===== src/rtl/fp_pair_sweeper_pkg.sv =====
// rtl/fp_pair_sweeper_pkg.sv - shared defaults and sweep FSM state encodings
package fp_pair_sweeper_pkg;

  localparam int SW_NEXP = 5;
  localparam int SW_NSIG = 10;

  typedef enum logic [1:0] {
    SW_IDLE = 2'd0,
    SW_RUN  = 2'd1,
    SW_ERR  = 2'd2,
    SW_DONE = 2'd3
  } sw_state_e;

endpackage


===== src/rtl/fp_finite_next.sv =====
// rtl/fp_finite_next.sv - successor of a finite binary16-style encoding in sweep order
module fp_finite_next #(
  parameter int NEXP = 5,
  parameter int NSIG = 10,
  parameter int W    = NEXP + NSIG + 1
) (
  input  logic [W-1:0] i_x,
  input  logic         i_pos_only,
  output logic [W-1:0] o_next,
  output logic         o_is_last
);

  // Largest finite positive: exponent all ones except LSB, significand all ones.
  localparam logic [W-1:0] MAXP = {1'b0, {(NEXP-1){1'b1}}, 1'b0, {NSIG{1'b1}}};
  localparam logic [W-1:0] NEGZ = {1'b1, {(W-1){1'b0}}};
  localparam logic [W-1:0] MAXN = {1'b1, MAXP[W-2:0]};

  logic [W-1:0] w_last;

  assign w_last    = i_pos_only ? MAXP : MAXN;
  assign o_next    = (i_x == MAXP) ? NEGZ : i_x + {{(W-1){1'b0}}, 1'b1};
  assign o_is_last = (i_x == w_last);

endmodule


===== src/rtl/fp_pair_sweeper.sv =====
// rtl/fp_pair_sweeper.sv - walks all ordered pairs of finite operands, stops on mismatch or end
module fp_pair_sweeper
  import fp_pair_sweeper_pkg::*;
#(
  parameter int NEXP = SW_NEXP,
  parameter int NSIG = SW_NSIG,
  parameter int W    = NEXP + NSIG + 1
) (
  input  logic         clk,
  input  logic         clr_n,
  input  logic         step,
  input  logic         start,
  input  logic         hold,
  input  logic         pos_only,
  input  logic         mismatch,
  output logic [W-1:0] a,
  output logic [W-1:0] b,
  output logic         running,
  output logic         done,
  output logic         error,
  output logic [31:0]  pair_count
);

  sw_state_e   r_state, w_state_nx;
  logic [W-1:0] r_a, r_b, w_a_nx, w_b_nx;
  logic [31:0]  r_cnt, w_cnt_nx;
  logic         r_pos, w_pos_nx;

  logic [W-1:0] w_a_next, w_b_next;
  logic         w_a_last, w_b_last;

  fp_finite_next #(.NEXP(NEXP), .NSIG(NSIG), .W(W)) u_next_a (
    .i_x        (r_a),
    .i_pos_only (r_pos),
    .o_next     (w_a_next),
    .o_is_last  (w_a_last)
  );

  fp_finite_next #(.NEXP(NEXP), .NSIG(NSIG), .W(W)) u_next_b (
    .i_x        (r_b),
    .i_pos_only (r_pos),
    .o_next     (w_b_next),
    .o_is_last  (w_b_last)
  );

  always_ff @(posedge clk or negedge clr_n) begin
    if (!clr_n) begin
      r_state <= SW_IDLE;
      r_a     <= '0;
      r_b     <= '0;
      r_cnt   <= '0;
      r_pos   <= 1'b0;
    end else begin
      r_state <= w_state_nx;
      r_a     <= w_a_nx;
      r_b     <= w_b_nx;
      r_cnt   <= w_cnt_nx;
      r_pos   <= w_pos_nx;
    end
  end

  always_comb begin
    w_state_nx = r_state;
    w_a_nx     = r_a;
    w_b_nx     = r_b;
    w_cnt_nx   = r_cnt;
    w_pos_nx   = r_pos;
    if (step) begin
      case (r_state)
        SW_IDLE: begin
          if (start) begin
            w_pos_nx   = pos_only;
            w_a_nx     = '0;
            w_b_nx     = '0;
            w_cnt_nx   = '0;
            w_state_nx = SW_RUN;
          end
        end
        SW_RUN: begin
          // A mismatch freezes the failing pair, even on the final pair.
          if (!hold) begin
            if (mismatch) begin
              w_state_nx = SW_ERR;
            end else begin
              w_cnt_nx = (r_cnt == 32'hFFFF_FFFF) ? r_cnt : r_cnt + 32'd1;
              if (!w_b_last) begin
                w_b_nx = w_b_next;
              end else if (!w_a_last) begin
                w_b_nx = '0;
                w_a_nx = w_a_next;
              end else begin
                w_state_nx = SW_DONE;
              end
            end
          end
        end
        default: ;
      endcase
    end
  end

  assign a          = r_a;
  assign b          = r_b;
  assign pair_count = r_cnt;
  assign running    = (r_state == SW_RUN);
  assign done       = (r_state == SW_DONE);
  assign error      = (r_state == SW_ERR);

endmodule


===== config.mk =====
export PLATFORM = sky130hd
export DESIGN_NAME = fp_pair_sweeper
export DESIGN_NICKNAME = d
export VERILOG_FILES = /design/src/rtl/fp_pair_sweeper_pkg.sv /design/src/rtl/fp_finite_next.sv /design/src/rtl/fp_pair_sweeper.sv
export SDC_FILE = /design/constraint.sdc
export NUM_CORES = 1
export LEC_CHECK = 0
export ABC_AREA = 1
export CAP_MARGIN = 15
export CORE_MARGIN = 4
export CORE_UTILIZATION = 44
export CTS_CLUSTER_SIZE = 20
export DETAILED_ROUTE_END_ITERATION = 16
export HOLD_SLACK_MARGIN = 0.06
export PLACE_DENSITY = 0.75
export SLEW_MARGIN = 30
export SYNTH_ARGS = -nofsm -noshare
export SYNTH_HDL_FRONTEND = slang
export SYNTH_SLANG_ARGS = --single-unit

===== constraint.sdc =====
create_clock -name clk -period 1.8 [get_ports clk]
set_input_delay 0.36 -clock clk [delete_from_list [all_inputs] [get_ports clk]]
set_output_delay 0.36 -clock clk [all_outputs]
set_load 0.03 [all_outputs]

# Word level (Yosys, flattened, before mapping)
# Cells that the tools add are included.
[word_totals]
reg_bits = 67
in_bits = 7
word_cells = 57
[op_classes]
add_sub_neg = 3
eq_ne = 17
mux = 25
reduce_logical = 7
[ops]
columns = ["operator", "count"]
rows = [
  ["2-to-1 mux 16 bit", 12],
  ["2-to-1 mux 32 bit", 4],
  ["one-hot mux 16 bit (2 select lines)", 2],
  ["one-hot mux 32 bit (2 select lines)", 1],
  ["adder 16 x 1 -> 16 bit (second input constant)", 2],
  ["adder 32 x 1 -> 32 bit (second input constant)", 1],
  ["== test 16 x 15 -> 1 bit (second input constant)", 2],
  ["== test 16 bit", 2],
  ["== test 32 bit (second input constant)", 1],
  ["AND reduction 6 bit", 3],
  ["2-to-1 mux 2 bit", 5],
  ["inequality test 2 bit (second input constant)", 5],
  ["AND reduction 7 bit", 1],
  ["inequality test 3 x 2 -> 1 bit (second input constant)", 2],
  ["== test 2 bit (second input constant)", 2],
  ["one-hot mux 2 bit (2 select lines)", 1],
  ["inequality test 3 bit (second input constant)", 1],
  ["AND reduction 3 bit", 1],
  ["== test 2 x 1 -> 1 bit (second input constant)", 1],
  ["logical NOT 2 bit", 1],
  ["inequality test 2 x 1 -> 1 bit (second input constant)", 1],
  ["nonzero test 2 bit", 1],
]

# Depth between registers and ports, before layout
[depth]
word_depth = 7
mapped_depth = 11

# By module
# A second synthesis with hierarchy kept.
[unflattened]
cells_unflattened = 671
hier_area_um2 = 4744.6
[modules_own_cells]
columns = ["module", "n_inst", "cells_each", "area_per_inst_um2", "seq_area_each_um2"]
rows = [
  ["fp_pair_sweeper", 1, 467, 3716.1, 1676.6],
  ["fp_finite_next", 2, 102, 514.2, 0.0],
]

# Worst setup path before layout
# OpenSTA, ideal clock, no wires.
[synth_timing]
path_type = "register -> register"
startpoint = "register r_cnt[0] (netlist: pair_count[0])"
endpoint = "register r_cnt[10] (netlist: pair_count[10])"
setup_ps = 117
arrival_ps = 1865
t_required_ps = 1683
path_slack_ps = -182
stages_incl_launch_ff = 12
n_path_buf = 1
synth_period_minus_slack_ps = 1982
path_cell_list = "dfrtp_1 ha_1 nand2_1 nor2_4 nand2_2 nor2_2 nand3b_1 nand2_2 inv_2 buf_6 nand2_1 nand2_1"
[synth_between]
elab_chain_cells = 5
elab_cells_between_ends = 8
classes_between = "1 x add/sub; 2 x eq/ne; 4 x mux; 1 x reduce/logical"
[synth_lines]
columns = ["element", "line_no", "text"]
rows = [
  ["start: declaration", "fp_pair_sweeper.sv:26", "logic [31:0] r_cnt, w_cnt_nx;"],
  ["start signal: assignment", "fp_pair_sweeper.sv:57", "r_cnt <= w_cnt_nx;"],
  ["adder 32 x 1 -> 32 bit", "fp_pair_sweeper.sv:85", "w_cnt_nx = (r_cnt == 32'hFFFF_FFFF) ? r_cnt : r_cnt + 32'd1;"],
  ["2-to-1 mux 32 bit", "fp_pair_sweeper.sv:85", ""],
  ["2-to-1 mux 32 bit", "fp_pair_sweeper.sv:82", "if (mismatch) begin"],
  ["2-to-1 mux 32 bit", "fp_pair_sweeper.sv:81", "if (!hold) begin"],
  ["one-hot mux 32 bit (2 select lines)", "fp_pair_sweeper.sv:69", "case (r_state)"],
]
# Several ways; a longest one is shown, not always the timed one. The select of a mux whose other input is x is not followed.
# A chain may end at the register's enable or synchronous reset.

# Worst setup path in the final report
[layout_timing]
startpoint = "register r_b[0] (netlist: b[0])"
endpoint = "register r_a[13] (netlist: a[13])"
[layout_between]
elab_chain_cells = 3
[layout_lines]
columns = ["element", "line_no", "text"]
rows = [
  ["start: declaration", "fp_pair_sweeper.sv:25", "logic [W-1:0] r_a, r_b, w_a_nx, w_b_nx;"],
  ["start signal: assignment", "fp_pair_sweeper.sv:56", "r_b <= w_b_nx;"],
  ["== test 16 bit", "fp_finite_next.sv:22", "assign o_is_last = (i_x == w_last);"],
  ["inequality test 2 x 1 -> 1 bit (no line)", "n/a", ""],
  ["AND reduction 7 bit (no line)", "n/a", ""],
  ["end signal: assignment", "fp_pair_sweeper.sv:55", "r_a <= w_a_nx;"],
  ["end: declaration", "fp_pair_sweeper.sv:25", ""],
]
# Every way passes these cells.

==> results.txt <==
Status: finished clean
Dpl ws: -0.2400 ns
Max-Cap Viols: 0
Actual slew at the worst max-slew pin: 0.3894 ns
DRT antenna net count: 0
Wire per inst: 14.04 µm
Vias per cell: 5.195
Largest stage delay, worst path: 0.42 ns
CP Max Fanout: 14
Top-count cell post-synth: nand2_1
Final Total Pwr: 2.963 mW
Crit path cell chain: ha_4 > nand3_4 > nor2_4 > nand4_4 > nand2_4 > nand3_4 > clkbuf_16 > nand2_1 > o21ai_2
Max_slew headroom: 0.7396
CTS root buffer: clkbuf_8
I/O Pins: 74
Final Core Density: 0.6094
Vias: 5050
Syn Area/Cell: 6.601 µm²
Worst setup EP type: register
Area Growth Syn to Fin: 35.74%
Critical Path Most Common Cell: nand3_4
DP Area: 5807 µm²
CP Launch Type: register
Final nets: 841
CTS sink cnt: 67
Mapped Nets: 709
Initial antenna violation count: 0
PnR worst setup slack: 0.02291 ns
Yosys top cell area share: 0.3633
Clock slew at reported path FFs: 0.08 ns
Final hold violation count: 0
Required time of the critical path: 2.06 ns
P_leak: 2.945 nW
Fin area: 6264 µm²
Post-route insts no fill: 972
DRC: 0
Final Cycle Share: 0.9873
Most common flop cell mapped by yosys: dfrtp_1
Max VDD drop: 351.5 µV
Ys async rst share: 1.000
Setup Skew: 0.01265 ns
Comb pwr share: 0.028
Critical Path AT: 2.04 ns
Setup violators final: 0
EDFF count, synth: 0
Longest Clk Path Bufs: 2
Top cells by area, synth: dfrtp_1 (36%), nand2_1 (21%), nor2_1 (9.5%)
First-pass DRT Iterations: 5
First-pass GRT wire length: 22.45 mm
Met3 Use GR: 0.04493
Clk Latency, worst-skew pair: 0.36 ns
Syn Inst Count: 699
Synth Cell Area: 4614 µm²
Commonest cells post-synth: nand2_1 (256), nor2_1 (117), dfrtp_1 (67), nand3_1 (60), inv_1 (55)
CP max stage cell: dfrtp_2
Worst hold-check path type: input pin to asynchronous set/reset pin
Yosys warnings: 0
GRT met2 Usage: 0.3625
Global routing's busiest layer: met2
Pwr dens: 473.1 nW/µm²
Final GP Congestion: 0.9333
Post-synthesis register bit count: 67
Number of global-route vias before repair: 4931
Sw Ratio: 0.2261
# H-tree levels: 3
Pin count of the biggest net entering global routing: 68
Total grt overflow: 0
Flop pwr share: 0.512
Initial Util: 0.4490
Share of cells above drive strength 1: 0.1711
Die ar.: 12190 µm²
Clk pwr share: 0.460
Inst Count DP: 936
Rows: 37
Sequential fraction of the synthesis area: 0.3633
Fin crit period: 1.777 ns
FMAX: 562.7 MHz
Sw Pwr: 0.6699 mW
CORE AREA: 10280 µm²
Die W: 110.4 µm
Crit Path Class: register to register
Routed wire length: 13.65 mm
TritonCTS clock tree: yes
Port bufs: 73
Die Height: 110.4 µm
Synth unique cells: 34
ANT cells: 0
Grt met1 use: 0.2704
Post-DP HPWL: 9.623 mm
Detailed Route Iter0 Violations: 232
Cts bufs inserted: 9
Int Power: 2.293 mW
# fillers: 987
Final count of pins violating max slew: 0
Top cell type by total area after synthesis: dfrtp_1
All-Layer GR Usage: 0.2176
[stage by stage]
step | TNS, ns | hold slack [ns]
2_1_floorplan | 0 | 0.06441
3_5_place_dp | -10.40 | 0.4150
6_report | 0 | 0.5455
3_3_place_gp | -5.125 | 0.4081
5_1_grt | -1.757 | 0.5937
4_1_cts | 0 | 0.5603
[kinds of logic (layout without fill, tap and decap cells)]
| family | Yosys count | after routing | synth area share |
|---|---|---|---|
| adders and majority gates | 3 | 3 | 0.008135 |
| buffers and inverters | 76 | 213 | 0.07429 |
| and+or+nand+nor | 475 | 475 | 0.4349 |
| muxes | 1 | 1 | 0.002440 |
| AOI/OAI and AO/OA | 49 | 49 | 0.06372 |
| xor gates and xnor gates | 28 | 28 | 0.05314 |
| DFF | 67 | 67 | 0.3633 |
[critical path: cells and delay by family, from the launching register on]
family                   cells  cell delay [ns]
adder cells (fa/ha/maj)      1             0.16
AO/OA/AOI/OAI                1             0.05
AND/OR/NAND/NOR              6             0.82
flip-flops                   1             0.42
buffers and inverters        1             0.21
[metal layers]
layer	part of all wire	routed length [µm]	vias up
li1	-	-	2477
met1	0.42	5757	2356
met2	0.49	6734	184
met3	0.056	759	33
met4	0.029	397	0
met5	0	0	-
[flip-flops by register name (all words and copies together), names as in the netlist]
name and count:
a 16, b 16, pair_count 32, r_pos 1, r_state 2
[worst paths after layout]
path,end,slack (ns),from,depth (start not counted)
max,a[13]$_DFFE_PN0P_,0.02,b[0]$_DFFE_PN0P_,9
min,pair_count[4]$_DFFE_PN0P_,0.55,clr_n,3
max reg2reg,a[13]$_DFFE_PN0P_,0.02,b[0]$_DFFE_PN0P_,9
min reg2reg,pair_count[12]$_DFFE_PN0P_,0.55,pair_count[12]$_DFFE_PN0P_,2
max in group asynchronous,r_state[0]$_DFFE_PN0P_,0.92,clr_n,3
min in group clk,pair_count[12]$_DFFE_PN0P_,0.55,pair_count[12]$_DFFE_PN0P_,2
[placed cells by master, fill, tap and decap left out, types with 4 or more instances in the layout]
| master | synthesis | routed |
|---|---|---|
| buf_12 | 0 | 6 |
| buf_4 | 6 | 56 |
| clkbuf_8 | 0 | 12 |
| clkdlybuf4s50_1 | 0 | 5 |
| dfrtp_1 | 67 | 55 |
| dfrtp_2 | 0 | 12 |
| dlygate4sd2_1 | 0 | 66 |
| inv_1 | 55 | 53 |
| inv_2 | 4 | 5 |
| nand2_1 | 256 | 250 |
| nand2_2 | 4 | 6 |
| nand2_4 | 0 | 4 |
| nand3_1 | 60 | 60 |
| nand4_1 | 18 | 18 |
| nor2_1 | 117 | 108 |
| nor2_2 | 2 | 9 |
| nor2_4 | 3 | 5 |
| nor3_1 | 5 | 4 |
| o21ai_0 | 27 | 26 |
| o21ai_1 | 8 | 9 |
| o21ai_2 | 8 | 7 |
| or2_2 | 4 | 4 |
| xnor2_1 | 10 | 10 |
| xor2_1 | 18 | 18 |
[layout make-up]
cell class | instances | area (µm²) | share of cell area
Clock buffer | 15 | 176.4 | 0.02817
Clock inverter | 1 | 30.03 | 0.004794
Inverter | 59 | 229.0 | 0.03656
Multi-Input combinational cell | 556 | 2718 | 0.4339
Sequential cell | 67 | 1692 | 0.2701
Tap cell | 136 | 170.2 | 0.02717
Timing Repair Buffer | 138 | 1249 | 0.1994
[what timing repair did]
item                                    in CTS  in global routing
endpoints found under the setup margin      81                 67
buffers inserted                             0                 17
hold buffers                                 1                  0
resized for setup                           75                 33
hold endpoints to repair                    67                  0
cloned                                       0                  2
pin swaps                                    1                  5
[power groups by stage]
stage | Combinational, mW | Sequential [mW] | Clock, mW
6_report | 0.0832 | 1.52 | 1.36
3_5_place_dp | 0.0861 | 1.54 | 0
3_3_place_gp | 0.0838 | 1.55 | 0
5_1_grt | 0.0942 | 1.52 | 1.45
4_1_cts | 0.0840 | 1.52 | 1.38
2_1_floorplan | 0.0149 | 1.55 | 0
(Power assumes the default switching activity.)
